===== src/rtl/button_conditioner_if.sv =====
// Button bundle: raw active-low buttons in, debounced levels and one-cycle press pulses out.
interface button_conditioner_if;
    logic [5:0] btn_n;
    logic       feeding1;
    logic       light_out1;
    logic       echo_sig1;
    logic       healing1;
    logic       change_state1;
    logic       test1;
    logic [5:0] stable_n;

    modport master (
        output btn_n,
        input  feeding1, light_out1, echo_sig1, healing1, change_state1, test1, stable_n
    );

    modport slave (
        input  btn_n,
        output feeding1, light_out1, echo_sig1, healing1, change_state1, test1, stable_n
    );
endinterface


===== src/rtl/button_conditioner.sv =====
// Six independent button debouncers with active-low press pulses; button 5 pulses only
// after a long hold instead of on the debounced press.
module button_conditioner #(
    parameter int DEBOUNCE_CYCLES   = 1000000,
    parameter int LONG_PRESS_CYCLES = 250000000
) (
    input  logic                 clk,
    input  logic                 rst,
    button_conditioner_if.slave  bus
);
    localparam int CNT_W  = (DEBOUNCE_CYCLES > 1)   ? $clog2(DEBOUNCE_CYCLES)   : 1;
    localparam int LONG_W = (LONG_PRESS_CYCLES > 1) ? $clog2(LONG_PRESS_CYCLES) : 1;
    localparam logic [CNT_W-1:0]  DEB_LAST  = CNT_W'(DEBOUNCE_CYCLES - 1);
    localparam logic [LONG_W-1:0] LONG_LAST = LONG_W'(LONG_PRESS_CYCLES - 1);

    typedef enum logic [1:0] {REL, PRS_CHK, PRS, REL_CHK} state_t;

    logic [5:0]        r_sync1;
    logic [5:0]        r_sync2;
    logic [5:0]        w_new_press;
    logic [5:0]        w_stable;
    logic [4:0]        w_pulse;
    logic              w_prs5;
    logic              w_rel5;
    logic [LONG_W-1:0] r_long;
    logic              r_armed;
    logic              r_test;

    always_ff @(posedge clk or negedge rst) begin
        if (!rst) begin
            r_sync1 <= '1;
            r_sync2 <= '1;
        end else begin
            r_sync1 <= bus.btn_n;
            r_sync2 <= r_sync1;
        end
    end

    genvar gi;
    generate
        for (gi = 0; gi < 6; gi++) begin : g_btn
            state_t           r_state;
            logic [CNT_W-1:0] r_cnt;
            logic             r_stable;
            logic             w_in;

            assign w_in            = r_sync2[gi];
            assign w_new_press[gi] = (r_state == PRS_CHK) && !w_in && (r_cnt == DEB_LAST);
            assign w_stable[gi]    = r_stable;

            always_ff @(posedge clk or negedge rst) begin
                if (!rst) begin
                    r_state  <= REL;
                    r_cnt    <= '0;
                    r_stable <= 1'b1;
                end else begin
                    case (r_state)
                        REL: begin
                            if (!w_in) begin
                                r_state <= PRS_CHK;
                                r_cnt   <= '0;
                            end
                        end
                        PRS_CHK: begin
                            if (w_in) begin
                                r_state <= REL;
                            end else if (r_cnt == DEB_LAST) begin
                                r_state  <= PRS;
                                r_stable <= 1'b0;
                            end else begin
                                r_cnt <= r_cnt + 1'b1;
                            end
                        end
                        PRS: begin
                            if (w_in) begin
                                r_state <= REL_CHK;
                                r_cnt   <= '0;
                            end
                        end
                        REL_CHK: begin
                            // A short release falls back to PRS with the level still held low.
                            if (!w_in) begin
                                r_state <= PRS;
                            end else if (r_cnt == DEB_LAST) begin
                                r_state  <= REL;
                                r_stable <= 1'b1;
                            end else begin
                                r_cnt <= r_cnt + 1'b1;
                            end
                        end
                        default: r_state <= REL;
                    endcase
                end
            end

            if (gi < 5) begin : g_pulse
                logic r_pulse;
                always_ff @(posedge clk or negedge rst) begin
                    if (!rst) begin
                        r_pulse <= 1'b1;
                    end else begin
                        r_pulse <= !w_new_press[gi];
                    end
                end
                assign w_pulse[gi] = r_pulse;
            end else begin : g_state5
                assign w_prs5 = (r_state == PRS);
                assign w_rel5 = (r_state == REL);
            end
        end
    endgenerate

    // Long-press timer survives short releases; only a fresh debounced press restarts it.
    always_ff @(posedge clk or negedge rst) begin
        if (!rst) begin
            r_long  <= '0;
            r_armed <= 1'b1;
            r_test  <= 1'b1;
        end else begin
            r_test <= 1'b1;
            if (w_new_press[5]) begin
                r_long <= '0;
            end else if (w_prs5) begin
                if (r_long == LONG_LAST) begin
                    if (r_armed) begin
                        r_test  <= 1'b0;
                        r_armed <= 1'b0;
                    end
                end else begin
                    r_long <= r_long + 1'b1;
                end
            end
            if (w_rel5) begin
                r_armed <= 1'b1;
            end
        end
    end

    assign bus.feeding1      = w_pulse[0];
    assign bus.light_out1    = w_pulse[1];
    assign bus.echo_sig1     = w_pulse[2];
    assign bus.healing1      = w_pulse[3];
    assign bus.change_state1 = w_pulse[4];
    assign bus.test1         = r_test;
    assign bus.stable_n      = w_stable;
endmodule

===== src/flat_wrapper.sv =====
// flat-port wrapper written by rule: the top's interface ports become plain ports
module button_conditioner_flat 
#(
    parameter int DEBOUNCE_CYCLES   = 1000000,
    parameter int LONG_PRESS_CYCLES = 250000000
)
  (clk, rst, bus_btn_n, bus_feeding1, bus_light_out1, bus_echo_sig1, bus_healing1, bus_change_state1, bus_test1, bus_stable_n);
  button_conditioner_if bus_i ();
  input  logic clk;
  input  logic rst;
  input wire logic [$bits(bus_i.btn_n)-1:0] bus_btn_n;
  output wire logic [$bits(bus_i.feeding1)-1:0] bus_feeding1;
  output wire logic [$bits(bus_i.light_out1)-1:0] bus_light_out1;
  output wire logic [$bits(bus_i.echo_sig1)-1:0] bus_echo_sig1;
  output wire logic [$bits(bus_i.healing1)-1:0] bus_healing1;
  output wire logic [$bits(bus_i.change_state1)-1:0] bus_change_state1;
  output wire logic [$bits(bus_i.test1)-1:0] bus_test1;
  output wire logic [$bits(bus_i.stable_n)-1:0] bus_stable_n;
  assign bus_i.btn_n = bus_btn_n;
  assign bus_feeding1 = bus_i.feeding1;
  assign bus_light_out1 = bus_i.light_out1;
  assign bus_echo_sig1 = bus_i.echo_sig1;
  assign bus_healing1 = bus_i.healing1;
  assign bus_change_state1 = bus_i.change_state1;
  assign bus_test1 = bus_i.test1;
  assign bus_stable_n = bus_i.stable_n;
  button_conditioner #(.DEBOUNCE_CYCLES(DEBOUNCE_CYCLES), .LONG_PRESS_CYCLES(LONG_PRESS_CYCLES)) u_core (.clk(clk), .rst(rst), .bus(bus_i));
endmodule

===== config.mk =====
export PLATFORM = sky130hd
export DESIGN_NAME = button_conditioner_flat
export DESIGN_NICKNAME = d
export VERILOG_FILES = /design/src/rtl/button_conditioner_if.sv /design/src/rtl/button_conditioner.sv /design/src/flat_wrapper.sv
export SDC_FILE = /design/constraint.sdc
export NUM_CORES = 1
export LEC_CHECK = 0
export CORE_ASPECT_RATIO = 0.5
export CORE_UTILIZATION = 66
export CTS_BUF_LIST = sky130_fd_sc_hd__clkbuf_8
export DETAILED_ROUTE_END_ITERATION = 7
export PLACE_DENSITY = 0.83
export SYNTH_ARGS = -nofsm -noshare
export SYNTH_HDL_FRONTEND = slang
export SYNTH_SLANG_ARGS = --single-unit
export TNS_END_PERCENT = 100

===== constraint.sdc =====
create_clock -name clk -period 5.21 [get_ports clk]
set_clock_uncertainty 0.1 [all_clocks]
set_input_delay 1.042 -clock clk [delete_from_list [all_inputs] [get_ports clk]]
set_output_delay 1.042 -clock clk [all_outputs]
set_load 0.005 [all_outputs]

==> summary.md <==
| Metric | Value |
|---|---|
| Die H | `87.3 um` |
| CTS Buf Count | `17` |
| Max Cap Violations | `0` |
| Warnings, synthesis | `0` |
| CTS tree | `built` |
| Global-route wire length before repair | `32.6 mm` |
| Final ANT Viol Nets | `0` |
| Max_slew headroom | `14.5%` |
| Post-synth net total | `1040` |
| Count of final hold-check violations | `0` |
| Fin nets | `1042` |
| Top layer in use | `met4` |
| DRT iter0 DRCs | `661` |
| Synth Instances | `1025` |
| Filler instances | `985` |
| Pleak | `4.25 nW` |
| Crit-path max FO | `21` |
| Fin area | `10300 um2` |
| Io pins | `20` |
| Count of state elements after synthesis | `185` |
| Min Hold Slack | `0.256 ns` |
| WL met1 | `9.10 mm` |
| Worst setup EP type | `register` |
| Die footprint | `15100 um2` |
| Largest family of logic cells by synthesized area | `simple AND/OR/NAND/NOR gates` |
| Setup_tns | `0 ns` |
| Worst-Skew Late Latency | `0.48 ns` |
| Crit path cell chain | `nor4b_1 -> nand3b_1 -> or4_1 -> nor3_2 -> nor2_1` |
| Mux contribution to synthesized area | `1.62%` |
| Crit Reg-Reg Startpoint | `u_core.g_btn[5].r_state[0]` |
| Vias | `7705` |
| Worst Hold Path EP | `u_core.r_sync2[5]` |
| CP Data Arrival Time | `3.50 ns` |
| Share of cells above drive strength 1 | `7.50%` |
| Drt first pass iters | `6` |
| Hold Crit Start | `u_core.r_sync1[5]` |
| Top_reg_cell synth | `dfrtp_1` |
| WP data required | `5.42 ns` |
| RSZ-0062 raised after global routing | `no` |
| Largest net degree at the start of global routing | `114` |
| Remaining DRCs | `0` |
| Final GP Congestion | `0.860` |
| Fin crit share | `63.3%` |
| Synth Area in Compound Gates | `10.9%` |
| Syn avg cell area | `9.37 um2` |
| Buffers on Ports | `19` |
| GR Overflow Total | `0` |
| Reg-to-Reg End | `u_core.r_long[17]` |
| Unique masters post-synth | `64` |
| CP Class | `register to register` |
| Sequential share of the synthesized area | `48.6%` |
| Clk slew on worst S/H paths | `0.09 ns` |
| Setup Buffers After CTS | `0` |
| Hold Buf Count CTS | `0` |
| Min Tclk post-route | `3.30 ns` |
| Root buffer cell | `clkbuf_8` |
| Post-DP HPWL | `12.1 mm` |
| Max Freq | `303 MHz` |
| Mapped cell area | `9600 um2` |
| Antenna violations before repair | `0` |
| Vias/cell | `6.25` |
| Die width | `173 um` |
| Core area | `13900 um2` |
| Total Routed Length | `18.6 mm` |
| Status | `complete, no violations` |
| Post-CTS Resized | `0` |
| All-Layer GR Usage | `26.6%` |
| Power Density | `256 nW/um2` |
| Post-DP Area | `9880 um2` |
| Initial Utilization | `69.3%` |
| Fraction of registers with async set or reset after synthesis | `100%` |
| Slew Limit Fails | `0` |
| Slew at the pin closest to its max-slew limit | `1.28 ns` |
| Ant. Diodes | `0` |
| Worst min-delay path category | `register to register` |
| Post-synth EDFFs | `0` |
| Vias in the first global route | `7138` |
| Cell row count | `30` |
| FF-to-FF path depth | `5` |
| R2r setup slk | `1.91 ns` |
| Num Clock Sinks | `185` |
| Syn-to-layout area delta | `7.14%` |
| Setup violations, final | `0` |
| Post-Synth XOR/XNOR Area | `7.03%` |
| Metal2 WL | `8.58 mm` |
| Met3 WL | `785 um` |
| CP max-delay cell | `nor3_2` |
| Crit start category | `register` |
| Hold Crit Depth | `0` |
| H-tree depth | `4` |
| Post-synthesis adder-cell area fraction | `0.912%` |
| CTS max path bufs | `2` |
| Worst path max stage delay | `0.98 ns` |
| Synth Area in Simple Gates | `28.0%` |
| Routed wire per std cell | `15.1 um` |
| Max IR drop VDD | `0.197 mV` |
## layout make-up
cell class	instances	area, um2	area share, %
Inverter	25	93.8	0.912
Clock inverter	14	155	1.51
Timing Repair Buffer	24	231	2.25
Clock buffer	18	248	2.41
Multi-Input combinational cell	774	4660	45.3
Tap cell	192	240	2.34
Sequential cell	185	4660	45.3
## cell usage in the layout, fill, tap and decap left out, types with 11 or more instances in the layout
cell type,count
and3_1,18
inv_1,25
mux2i_1,11
and4_1,15
dfrtp_1,160
or3_1,14
clkbuf_8,19
nand3_1,69
or4_1,17
nand4_1,40
nor4_1,25
xnor2_1,35
a22o_1,14
nor2_1,122
nor3_1,24
o21ai_0,52
nand2_1,107
clkdlybuf4s50_1,18
xor2_1,42
a21oi_1,35
o211ai_1,14
dfstp_2,25
## flip-flops by register name (all words and copies together) (netlist names), named ones only
register and count:
u_core.bus.healing1 1, u_core.g_btn.r_stable 6, u_core.r_armed 1, u_core.bus.echo_sig1 1, u_core.bus.test1 1, u_core.g_btn.r_cnt 120, u_core.r_sync2 6, u_core.r_long 28
u_core.r_sync1 6, u_core.g_btn.r_state 6, u_core.bus.feeding1 1, u_core.bus.change_state1 1, u_core.bus.light_out1 1
## worst max path at each step
stage                                    start                       end  slack (ns)  cells after the start
detailed placement  u_core.g_btn[5].r_state[0]         u_core.r_long[12]        2.04                      5
global route        u_core.g_btn[5].r_state[0]          u_core.r_long[8]        1.66                      5
finish              u_core.g_btn[5].r_state[0]         u_core.r_long[17]        1.91                      5
global placement    u_core.g_btn[5].r_state[0]         u_core.r_long[11]        2.13                      5
CTS                 u_core.g_btn[5].r_state[0]         u_core.r_long[17]        1.96                      5
floorplan             u_core.g_btn[1].r_cnt[0]  u_core.g_btn[1].r_cnt[1]        3.03                      7
## per-layer routing
metal	up-vias	track usage (%)
met5	-	0
met4	0	9.98
met3	18	5.02
met2	171	43.0
met1	3794	36.3
li1	3722	-
## logic make-up after synthesis
group / after synthesis
buffers and inverters: 66
muxes: 15
AOI/OAI and AO/OA: 162
xor gates and xnor gates: 77
adders and majority gates: 7
and+or+nand+nor: 513
DFF: 185
## report_power, final
group	internal, W	switching, W	total, W
clock network	0.000413	0.000566	0.000979
registers	0.00148	0.0000565	0.00153
logic	0.0000441	0.0000819	0.000126
## metrics by stage
step	cells	utilization, %	power, W	setup slack, ns
after floorplan	1025	-	0.00162	3.03
final	1232	74.3	0.00264	1.91
after global routing	1232	74.3	0.00275	1.66
after CTS	1232	74.3	0.00266	1.96
after global placement	1200	71.3	0.00168	2.13
after detailed placement	1200	71.3	0.00169	2.04
## worst max-delay path, delay by kind of cell (launching register included)
kind	cells	cell delay, ns
simple gates	5	2.30
flops	1	0.73
## synthesized netlist by cell type (all sizes together), types with 11 or more instances
cell    count  area share, %
a22o       14            1.3
nor4       26            1.8
xor2       42            3.8
xnor2      35            3.2
a21oi      35            1.8
o21ai      55            3.0
or4        18            1.4
nand3      69            3.6
dfstp      25            6.8
dfrtp     160             42
nand4      40            2.6
o211ai     14            1.1
and4       15            1.4
nor3       25            1.3
nand2     107            4.2
or3        14           0.91
buf        13           0.91
inv        24           0.94
nor2      122            4.8
clkbuf     28            1.1
and3       18            1.2
mux2i      11            1.1
(Power assumes the default switching activity.)
